<file path="src/rtl/riscv_pkg.sv">
// Shared definitions for the pipeline: exception causes, access sizes,
// writeback source encodings and the memory-stage state type.
package riscv_pkg;

   localparam logic [3:0] ECAUSE_LOAD_MISALIGNED  = 4'd4;
   localparam logic [3:0] ECAUSE_LOAD_FAULT       = 4'd5;
   localparam logic [3:0] ECAUSE_STORE_MISALIGNED = 4'd6;
   localparam logic [3:0] ECAUSE_STORE_FAULT      = 4'd7;

   localparam logic [1:0] SIZE_BYTE = 2'b00;
   localparam logic [1:0] SIZE_HALF = 2'b01;
   localparam logic [1:0] SIZE_WORD = 2'b10;

   localparam logic [1:0] WS_ALU  = 2'b00;
   localparam logic [1:0] WS_LOAD = 2'b01;
   localparam logic [1:0] WS_CSR  = 2'b10;
   localparam logic [1:0] WS_PC4  = 2'b11;

   typedef enum logic {
      STATE_IDLE = 1'b0,
      STATE_WAIT = 1'b1
   } memState_e;

   // Size 11 falls into the word rule.
   function automatic logic isAligned(input logic [1:0] size, input logic [1:0] offset);
      logic ok;
      case (size)
         SIZE_BYTE: ok = 1'b1;
         SIZE_HALF: ok = (offset[0] == 1'b0);
         default:   ok = (offset == 2'b00);
      endcase
      return ok;
   endfunction

endpackage

</file>
<file path="src/rtl/load_align.sv">
// Moves the addressed byte/half of a bus word down to bit 0 and
// sign- or zero-extends it to 32 bits.
module load_align
   import riscv_pkg::*;
(
   input  logic [31:0] rdata_i,
   input  logic [1:0]  offset_i,
   input  logic [1:0]  size_i,
   input  logic        signed_i,
   output logic [31:0] result_o
);

   logic [31:0] shifted;

   always_comb begin
      shifted  = rdata_i >> {offset_i, 3'b000};
      result_o = shifted;
      case (size_i)
         SIZE_BYTE: result_o = {{24{signed_i & shifted[7]}}, shifted[7:0]};
         SIZE_HALF: result_o = {{16{signed_i & shifted[15]}}, shifted[15:0]};
         default:   result_o = shifted;
      endcase
   end

endmodule

</file>
<file path="src/rtl/memory.sv">
// Memory-access pipeline stage: issues load/store bus transactions, holds the
// pipeline while one is outstanding, and registers results for writeback.
module memory
   import riscv_pkg::*;
#(
   parameter int ADDR_WIDTH = 32
) (
   input  logic                  clk,
   input  logic                  reset,
   input  logic [31:0]           pc_in,
   input  logic [31:0]           next_pc_in,
   input  logic [31:0]           alu_data_in,
   input  logic [31:0]           rs2_data_in,
   input  logic [31:0]           csr_data_in,
   input  logic                  branch_taken_in,
   input  logic                  load_in,
   input  logic                  store_in,
   input  logic [1:0]            load_store_size_in,
   input  logic                  load_signed_in,
   input  logic [1:0]            write_select_in,
   input  logic [4:0]            rd_address_in,
   input  logic [11:0]           csr_address_in,
   input  logic                  csr_write_in,
   input  logic                  mret_in,
   input  logic                  wfi_in,
   input  logic                  valid_in,
   input  logic                  exception_in,
   input  logic [3:0]            ecause_in,
   input  logic                  stall,
   input  logic                  invalidate,
   input  logic                  mem_ready,
   input  logic                  mem_error,
   input  logic [31:0]           mem_rdata,
   output logic                  mem_valid,
   output logic                  mem_write,
   output logic [ADDR_WIDTH-1:0] mem_address,
   output logic [31:0]           mem_wdata,
   output logic [3:0]            mem_strobe,
   output logic                  mem_busy,
   output logic [31:0]           pc_out,
   output logic [31:0]           next_pc_out,
   output logic [31:0]           alu_data_out,
   output logic [31:0]           load_data_out,
   output logic [31:0]           csr_data_out,
   output logic                  branch_taken_out,
   output logic [1:0]            write_select_out,
   output logic [4:0]            rd_address_out,
   output logic [11:0]           csr_address_out,
   output logic                  csr_write_out,
   output logic                  mret_out,
   output logic                  wfi_out,
   output logic                  valid_out,
   output logic                  exception_out,
   output logic [3:0]            ecause_out
);

   memState_e             state_q, state_d;
   logic                  memValid_q, memValid_d;
   logic                  memWrite_q, memWrite_d;
   logic [ADDR_WIDTH-1:0] memAddress_q, memAddress_d;
   logic [31:0]           memWdata_q, memWdata_d;
   logic [3:0]            memStrobe_q, memStrobe_d;
   logic [1:0]            offset_q, offset_d;
   logic [1:0]            size_q, size_d;
   logic                  signed_q, signed_d;
   logic                  kill_q, kill_d;

   logic [31:0]           pcOut_q, pcOut_d;
   logic [31:0]           nextPcOut_q, nextPcOut_d;
   logic [31:0]           aluOut_q, aluOut_d;
   logic [31:0]           loadData_q, loadData_d;
   logic [31:0]           csrData_q, csrData_d;
   logic                  branchTaken_q, branchTaken_d;
   logic [1:0]            writeSelect_q, writeSelect_d;
   logic [4:0]            rdAddress_q, rdAddress_d;
   logic [11:0]           csrAddress_q, csrAddress_d;
   logic                  csrWrite_q, csrWrite_d;
   logic                  mret_q, mret_d;
   logic                  wfi_q, wfi_d;
   logic                  validOut_q, validOut_d;
   logic                  exception_q, exception_d;
   logic [3:0]            ecause_q, ecause_d;

   logic                  memAccess;
   logic                  aligned;
   logic                  start;
   logic                  misaligned;
   logic [31:0]           storeData;
   logic [3:0]            storeStrobe;
   logic [31:0]           alignedLoad;

   assign memAccess  = valid_in && !invalidate && !exception_in && (load_in || store_in);
   assign aligned    = isAligned(load_store_size_in, alu_data_in[1:0]);
   assign start      = memAccess && aligned && (state_q == STATE_IDLE);
   assign misaligned = memAccess && !aligned;

   // Busy is forced low during reset so upstream never sees a stall from a dead request.
   assign mem_busy = !reset && (start || ((state_q == STATE_WAIT) && !mem_ready));

   always_comb begin
      storeData   = rs2_data_in;
      storeStrobe = 4'b1111;
      case (load_store_size_in)
         SIZE_BYTE: begin
            storeData   = {4{rs2_data_in[7:0]}};
            storeStrobe = 4'b0001 << alu_data_in[1:0];
         end
         SIZE_HALF: begin
            storeData   = {2{rs2_data_in[15:0]}};
            storeStrobe = 4'b0011 << alu_data_in[1:0];
         end
         default: begin
            storeData   = rs2_data_in;
            storeStrobe = 4'b1111;
         end
      endcase
   end

   load_align u_load_align (
      .rdata_i  (mem_rdata),
      .offset_i (offset_q),
      .size_i   (size_q),
      .signed_i (signed_q),
      .result_o (alignedLoad)
   );

   // Next-state and next-output logic for the IDLE/WAIT controller.
   always_comb begin
      state_d       = state_q;
      memValid_d    = memValid_q;
      memWrite_d    = memWrite_q;
      memAddress_d  = memAddress_q;
      memWdata_d    = memWdata_q;
      memStrobe_d   = memStrobe_q;
      offset_d      = offset_q;
      size_d        = size_q;
      signed_d      = signed_q;
      kill_d        = kill_q;
      pcOut_d       = pcOut_q;
      nextPcOut_d   = nextPcOut_q;
      aluOut_d      = aluOut_q;
      loadData_d    = loadData_q;
      csrData_d     = csrData_q;
      branchTaken_d = branchTaken_q;
      writeSelect_d = writeSelect_q;
      rdAddress_d   = rdAddress_q;
      csrAddress_d  = csrAddress_q;
      csrWrite_d    = csrWrite_q;
      mret_d        = mret_q;
      wfi_d         = wfi_q;
      validOut_d    = 1'b0;
      exception_d   = exception_q;
      ecause_d      = ecause_q;

      case (state_q)
         STATE_IDLE: begin
            validOut_d = valid_in && !invalidate && !start;
            if (start) begin
               state_d      = STATE_WAIT;
               memValid_d   = 1'b1;
               memWrite_d   = store_in;
               memAddress_d = {alu_data_in[ADDR_WIDTH-1:2], 2'b00};
               memWdata_d   = storeData;
               memStrobe_d  = store_in ? storeStrobe : 4'b1111;
               offset_d     = alu_data_in[1:0];
               size_d       = load_store_size_in;
               signed_d     = load_signed_in;
               kill_d       = 1'b0;
            end else if (!stall) begin
               pcOut_d       = pc_in;
               nextPcOut_d   = next_pc_in;
               aluOut_d      = alu_data_in;
               loadData_d    = 32'd0;
               csrData_d     = csr_data_in;
               branchTaken_d = branch_taken_in;
               writeSelect_d = write_select_in;
               rdAddress_d   = rd_address_in;
               csrAddress_d  = csr_address_in;
               csrWrite_d    = csr_write_in;
               mret_d        = mret_in;
               wfi_d         = wfi_in;
               exception_d   = exception_in || misaligned;
               if (misaligned) begin
                  ecause_d = store_in ? ECAUSE_STORE_MISALIGNED : ECAUSE_LOAD_MISALIGNED;
               end else begin
                  ecause_d = ecause_in;
               end
            end
         end
         STATE_WAIT: begin
            // A kill seen while waiting is remembered; the bus cycle itself always finishes.
            if (invalidate) begin
               kill_d = 1'b1;
            end
            if (mem_ready) begin
               state_d       = STATE_IDLE;
               memValid_d    = 1'b0;
               memWrite_d    = 1'b0;
               pcOut_d       = pc_in;
               nextPcOut_d   = next_pc_in;
               aluOut_d      = alu_data_in;
               loadData_d    = memWrite_q ? 32'd0 : alignedLoad;
               csrData_d     = csr_data_in;
               branchTaken_d = branch_taken_in;
               writeSelect_d = write_select_in;
               rdAddress_d   = rd_address_in;
               csrAddress_d  = csr_address_in;
               csrWrite_d    = csr_write_in;
               mret_d        = mret_in;
               wfi_d         = wfi_in;
               validOut_d    = !(kill_q || invalidate);
               exception_d   = mem_error;
               if (mem_error) begin
                  ecause_d = memWrite_q ? ECAUSE_STORE_FAULT : ECAUSE_LOAD_FAULT;
               end else begin
                  ecause_d = ecause_in;
               end
            end
         end
         default: state_d = STATE_IDLE;
      endcase
   end

   always_ff @(posedge clk or posedge reset) begin
      if (reset) begin
         state_q       <= STATE_IDLE;
         memValid_q    <= 1'b0;
         memWrite_q    <= 1'b0;
         memAddress_q  <= '0;
         memWdata_q    <= 32'd0;
         memStrobe_q   <= 4'd0;
         offset_q      <= 2'd0;
         size_q        <= 2'd0;
         signed_q      <= 1'b0;
         kill_q        <= 1'b0;
         pcOut_q       <= 32'd0;
         nextPcOut_q   <= 32'd0;
         aluOut_q      <= 32'd0;
         loadData_q    <= 32'd0;
         csrData_q     <= 32'd0;
         branchTaken_q <= 1'b0;
         writeSelect_q <= 2'd0;
         rdAddress_q   <= 5'd0;
         csrAddress_q  <= 12'd0;
         csrWrite_q    <= 1'b0;
         mret_q        <= 1'b0;
         wfi_q         <= 1'b0;
         validOut_q    <= 1'b0;
         exception_q   <= 1'b0;
         ecause_q      <= 4'd0;
      end else begin
         state_q       <= state_d;
         memValid_q    <= memValid_d;
         memWrite_q    <= memWrite_d;
         memAddress_q  <= memAddress_d;
         memWdata_q    <= memWdata_d;
         memStrobe_q   <= memStrobe_d;
         offset_q      <= offset_d;
         size_q        <= size_d;
         signed_q      <= signed_d;
         kill_q        <= kill_d;
         pcOut_q       <= pcOut_d;
         nextPcOut_q   <= nextPcOut_d;
         aluOut_q      <= aluOut_d;
         loadData_q    <= loadData_d;
         csrData_q     <= csrData_d;
         branchTaken_q <= branchTaken_d;
         writeSelect_q <= writeSelect_d;
         rdAddress_q   <= rdAddress_d;
         csrAddress_q  <= csrAddress_d;
         csrWrite_q    <= csrWrite_d;
         mret_q        <= mret_d;
         wfi_q         <= wfi_d;
         validOut_q    <= validOut_d;
         exception_q   <= exception_d;
         ecause_q      <= ecause_d;
      end
   end

   assign mem_valid        = memValid_q;
   assign mem_write        = memWrite_q;
   assign mem_address      = memAddress_q;
   assign mem_wdata        = memWdata_q;
   assign mem_strobe       = memStrobe_q;
   assign pc_out           = pcOut_q;
   assign next_pc_out      = nextPcOut_q;
   assign alu_data_out     = aluOut_q;
   assign load_data_out    = loadData_q;
   assign csr_data_out     = csrData_q;
   assign branch_taken_out = branchTaken_q;
   assign write_select_out = writeSelect_q;
   assign rd_address_out   = rdAddress_q;
   assign csr_address_out  = csrAddress_q;
   assign csr_write_out    = csrWrite_q;
   assign mret_out         = mret_q;
   assign wfi_out          = wfi_q;
   assign valid_out        = validOut_q;
   assign exception_out    = exception_q;
   assign ecause_out       = ecause_q;

endmodule

</file>
<file path="config.mk">
export PLATFORM = sky130hd
export DESIGN_NAME = memory
export DESIGN_NICKNAME = d
export VERILOG_FILES = /design/src/rtl/riscv_pkg.sv /design/src/rtl/load_align.sv /design/src/rtl/memory.sv
export SDC_FILE = /design/constraint.sdc
export NUM_CORES = 1
export LEC_CHECK = 0
export ABC_AREA = 1
export CAP_MARGIN = 5
export CORE_AREA = 2 2 190 192
export CTS_CLUSTER_SIZE = 8
export DETAILED_ROUTE_END_ITERATION = 8
export DIE_AREA = 0 0 192 194
export PLACE_DENSITY = 0.66
export SYNTH_ARGS = -nofsm -noshare
export SYNTH_HDL_FRONTEND = slang
export SYNTH_SLANG_ARGS = --single-unit
export TNS_END_PERCENT = 100
</file>
<file path="constraint.sdc">
create_clock -name clk -period 10.1 [get_ports clk]
set_input_delay 3.03 -clock clk [delete_from_list [all_inputs] [get_ports clk]]
set_output_delay 3.03 -clock clk [all_outputs]
set_load 0.1 [all_outputs]
</file>
Word-level counts from Yosys, hierarchy flattened
Cells that the tools add are included.
{ "word_totals": {"wordCells": 145, "ff_bits": 264, "memories": 0, "ramBits": 0, "latchBits": 0, "rom_bits": 0, "input_bits": 232, "out_inout_bits": 260} }
{ "classes": {"mux": 79, "n_eq_ne": 7, "bitwise": 4, "add_sub_neg": 0, "mul": 0, "n_reduce_logical": 27, "shifts": 3, "n_lt_le_gt_ge": 0, "div": 0} }
{ "op_table": {"columns": ["operator", "n"], "rows": [
  ["32-bit two-way mux", 16],
  ["32-bit one-hot mux with 2 select lines", 7],
  ["12-bit two-way mux", 3],
  ["32-bit by 5-bit >> shifter with 32-bit output", 1],
  ["4-bit two-way mux", 6],
  ["12-bit one-hot mux with 2 select lines", 1],
  ["1-bit two-way mux", 23],
  ["1-bit one-hot mux with 2 select lines", 11],
  ["4-bit one-hot mux with 2 select lines", 2],
  ["5-bit two-way mux", 3],
  ["2-bit two-way mux", 5],
  ["2-bit inequality test (second input constant)", 5],
  ["5-bit one-hot mux with 2 select lines", 1],
  ["1-bit logical AND", 9],
  ["1-bit logical NOT", 7],
  ["2-bit logical NOT", 3],
  ["2-bit AND reduction", 3],
  ["2-bit by 1-bit equality test with 1-bit output (second input constant)", 2],
  ["1-bit logical OR", 4],
  ["2-bit one-hot mux with 2 select lines", 1],
  ["1-bit by 2-bit left shift with 4-bit output (first input constant)", 1],
  ["2-bit by 2-bit left shift with 4-bit output (first input constant)", 1],
  ["3-bit AND reduction", 1],
  ["1-bit AND", 2],
  ["1-bit inverter", 2]
]} }

Longest topological paths before layout
{ "logic_depth": {"depth_word": 9, "depth_mapped": 11, "ltp_nobuf": 9} }

Cells and area by module
A second synthesis with hierarchy kept.
{ "hier_totals": {"hier_cells": 1344, "area_unflattened_um2": 11208.2} }
{ "by_module_without_submodules": {"columns": ["module", "cells_each", "instances", "area_per_inst_um2", "seq_area_each_um2"], "rows": [
  ["memory", 1171, 1, 10398.7, 6606.3],
  ["load_align", 173, 1, 809.5, 0.0]
]} }

Least setup slack after synthesis
No wires, ideal clock.
{ "synth_path": {"path_kind": "input -> output", "from": "input load_store_size_in[1]", "to": "output mem_busy", "t_required_ps": 7070, "setup_slack_ps": 1827, "n_path_buf": 3, "arrival_ps": 5243, "path_stages": 8, "cell_sequence": "buf_4 o21ai_2 nand2_2 inv_2 nand3_2 buf_4 buf_2 a21oi_1"} }
{ "synth_between": {"elab_chain_len": 6, "elab_cells_between_ends": 7, "classes_between": "1 x eq/ne; 1 x mux; 5 x reduce/logical"} }
{ "synth_rtl": {"columns": ["element", "line", "text"], "rows": [
  ["start, declared", "memory.sv:18", "input logic [1:0] load_store_size_in,"],
  ["2-bit by 1-bit equality test with 1-bit output / 2-bit logical NOT (equally long branches)", "riscv_pkg.sv:27", "case (size)"],
  ["1-bit one-hot mux with 2 select lines (*)", "riscv_pkg.sv:27", null],
  ["1-bit logical AND (*) (2 in series)", "memory.sv:94", "assign start = memAccess && aligned && (state_q == STATE_IDLE);"],
  ["1-bit logical OR (*)", "memory.sv:98", "assign mem_busy = !reset && (start || ((state_q == STATE_WAIT) && !mem_ready));"],
  ["1-bit logical AND (*)", "memory.sv:98", null],
  ["end, declared", "memory.sv:39", "output logic mem_busy,"]
]} }
Every way passes the cells marked *; elsewhere a longest branch is shown, timed or not.

Worst setup path in the final report
Ends and elaborated chain as after synthesis.

==> flow_summary.json <==
{
  "ys_seq_area_frac": 0.595,
  "finClkSkew_ns": 0.0141,
  "totalNegativeSetupSlack_ns": 0,
  "drv_cap": 0,
  "syn_inst": 1303,
  "yosys.area.top_type": "dfrtp_1",
  "ctsHoldBuffers": 0,
  "slew_violations": 0,
  "grt_max_degree": 128,
  "drt-wirelength-per-cell_um": 18.2,
  "worst_path_largest_cell_delay_ns": 0.45,
  "crit_type": "input pin to output port",
  "rsz0062_at_grt": "false",
  "status": "completed",
  "fill_cells": 3314,
  "syn-cell-area_um2": 11100,
  "max_freq_mhz": 122,
  "ys_warn_count": 0,
  "coreArea_um2": 35200,
  "ys_ff_latch": 264,
  "die_y_um": 194,
  "initial_core_util": 0.315,
  "worstMarginPinSlew_ns": 1.17,
  "hold_slack_ns": 0.472,
  "min_period_ns": 8.17,
  "die_area_um2": 37200,
  "min_path_cells": 2,
  "drt_iter0_markers": 473,
  "overflow": 0,
  "synth_ff_type": "dfrtp_1",
  "synthSimpleGateAreaFrac": 0.264,
  "dp_hpwl_um": 29400,
  "crit_chain": "clkdlybuf4s50_1 -> buf_4 -> inv_1 -> nand3_1 -> nand2_2 -> inv_2 -> nand3_4 -> a21oi_1 -> buf_4",
  "grt_pass1_vias": 10500,
  "drive_gt1_frac": 0.0389,
  "drt_first_pass_iters": 6,
  "ios": 492,
  "leakagePower_nw": 8.27,
  "cts_setup_buffers": 0,
  "reg2regPathDepth": 8,
  "grt_pass1_wl_um": 61600,
  "ys_top_cells_by_area": "dfrtp_1, nand2_1, o21ai_0",
  "post-route-period-util": 0.809,
  "layout_common_cells": "nand2_1, clkdlybuf4s50_1, dfrtp_1, o21ai_0, nand3_1",
  "worstSetupStartpointType": "input pin",
  "fp.dieW_um": 192,
  "vias_per_cell": 4.64,
  "synthMuxAreaShare": 0.00631,
  "min_from": "load_data_out[15]",
  "track_usage": 0.216,
  "cts.clk_slew.worst_paths_ns": 0.05,
  "critical_path_required_ns": 7.07,
  "rr_endpoint": "csr_data_out[27]",
  "numCtsBuffers": 39,
  "relSlewSlack": 0.220,
  "rows": 69,
  "cts_tree": "built",
  "via_count": 10400,
  "min_path_type": "register to register",
  "cp_slowest_cell": "clkdlybuf4s50_1",
  "placed_area_um2": 16200,
  "synth-edff-count": 0,
  "synth_fa_ha_area_frac": 0,
  "r2r-start": "state_q",
  "numPortBuffers": 489,
  "synth_top_area_frac": 0.595,
  "worstSkewPairLatency_ns": 0.53,
  "setup_ws_ns": 1.93,
  "cp_max_fo": 38,
  "synth_top_family_by_area": "simple AND/OR/NAND/NOR gates",
  "ctsResizeCount": 0,
  "powerDensity_nw_per_um2": 268,
  "holdPathEnd": "load_data_out[15]",
  "final_hold_viol_count": 0,
  "clockRootBuffer": "clkbuf_16",
  "synth-async-reset-ratio": 1.00,
  "syn_avg_cell_area_um2": 8.53,
  "r2r_slack_ns": 6.65,
  "cts.htree.levels": 2,
  "path_common_cell": "buf_4",
  "synth-xor-area-share": 0,
  "pre_cts_ws_ns": 1.96,
  "end_kind": "output port",
  "worst_ep_arrival_time_ns": 5.14,
  "drc": 0,
  "gp_congestion": 0.908,
  "cts_num_sinks": 264,
  "syn2layout_area_growth_pct": 55.4,
  "regArea_um2": 6610,
  "multi_input_area_um2": 3820,
  "synth.distinct_cells": 33,
  "fin_area_um2": 17300,
  "nets": 2001,
  "layout_commonest_cell": "nand2_1",
  "vdd_ir_drop_max_uv": 174,
  "synth_compound_area_frac": 0.0721,
  "routed_wl_um": 40700,
  "clk_path_buf_depth": 3,
  "finalSetupViolCount": 0,
  "ant_nets": 0,
  "antenna_found_initial": 1
}
==> worst max-delay path, delay by kind of cell <==
family	cells	cell delay [ns]
buffers and inverters	5	1.46
and+or+nand+nor	3	0.43
AOI/OAI and AO/OA	1	0.20
==> per-layer routing <==
| layer | GRT usage | share of wire | up-vias |
|---|---|---|---|
| met4 | 0.0854 | 0.034 | 0 |
| li1 | - | - | 4985 |
| met1 | 0.255 | 0.39 | 4873 |
| met2 | 0.365 | 0.48 | 430 |
| met3 | 0.0662 | 0.094 | 80 |
| met5 | 0 | 0 | - |
==> sequential cells by signal (all words and copies together) (netlist names), 2 cells and up <==
signal / flops
alu_data_out: 32
csr_address_out: 12
csr_data_out: 32
ecause_out: 4
load_data_out: 32
mem_address: 30
mem_strobe: 4
mem_wdata: 32
next_pc_out: 32
offset_q: 2
pc_out: 32
rd_address_out: 5
size_q: 2
write_select_out: 2
==> synth_stat cells, types with 4 or more instances <==
library cell and n:
nand2_1 658, dfrtp_1 264, o21ai_0 118, nand3_1 64
inv_1 54, buf_2 26, clkbuf_1 20, a21oi_1 19
buf_4 17, o21ai_1 12, buf_6 11, mux2i_1 7
nor2_1 5, inv_2 4
==> cell families (layout without fill, tap and decap cells) <==
logic type	after synthesis	count (layout)
simple gates	739	739
other cells	1	3
compound gates	156	156
mux	7	7
buf+inv	136	605
flops	264	264
==> worst max-delay path by stage <==
stage / startpoint / endpoint / slack (ns) / cells past startpoint
after floorplan: load_store_size_in[1] / mem_busy / 1.83 / 8
after global placement: load_store_size_in[1] / mem_busy / 2.04 / 9
after detailed placement: load_store_size_in[1] / mem_busy / 1.96 / 9
after CTS: load_store_size_in[1] / mem_busy / 1.96 / 9
after global routing: load_store_size_in[1] / mem_busy / 1.80 / 9
final: load_store_size_in[1] / mem_busy / 1.93 / 9
==> stage by stage <==
stage	utilization	power, mW	instances
2_1_floorplan	-	2.90	1304
3_3_place_gp	0.460	3.46	2189
3_5_place_dp	0.460	3.48	2189
4_1_cts	0.490	4.67	2234
5_1_grt	0.490	4.81	2234
6_report	0.490	4.62	2235
==> area by class of cell <==
class,instances,area share
Multi-Input combinational cell,904,0.221
Antenna cell,1,0.000145
Timing Repair Buffer,501,0.289
Tap cell,461,0.0334
Clock buffer,43,0.0599
Inverter,59,0.0131
Sequential cell,264,0.383
Clock inverter,2,0.000580
==> power by group <==
group	switching [mW]	total [mW]	internal, mW
Sequential	0.109	1.34	1.23
Combinational	1.64	2.11	0.470
Clock	0.450	1.16	0.711
Note: power is estimated with default switching activity, not from simulation.
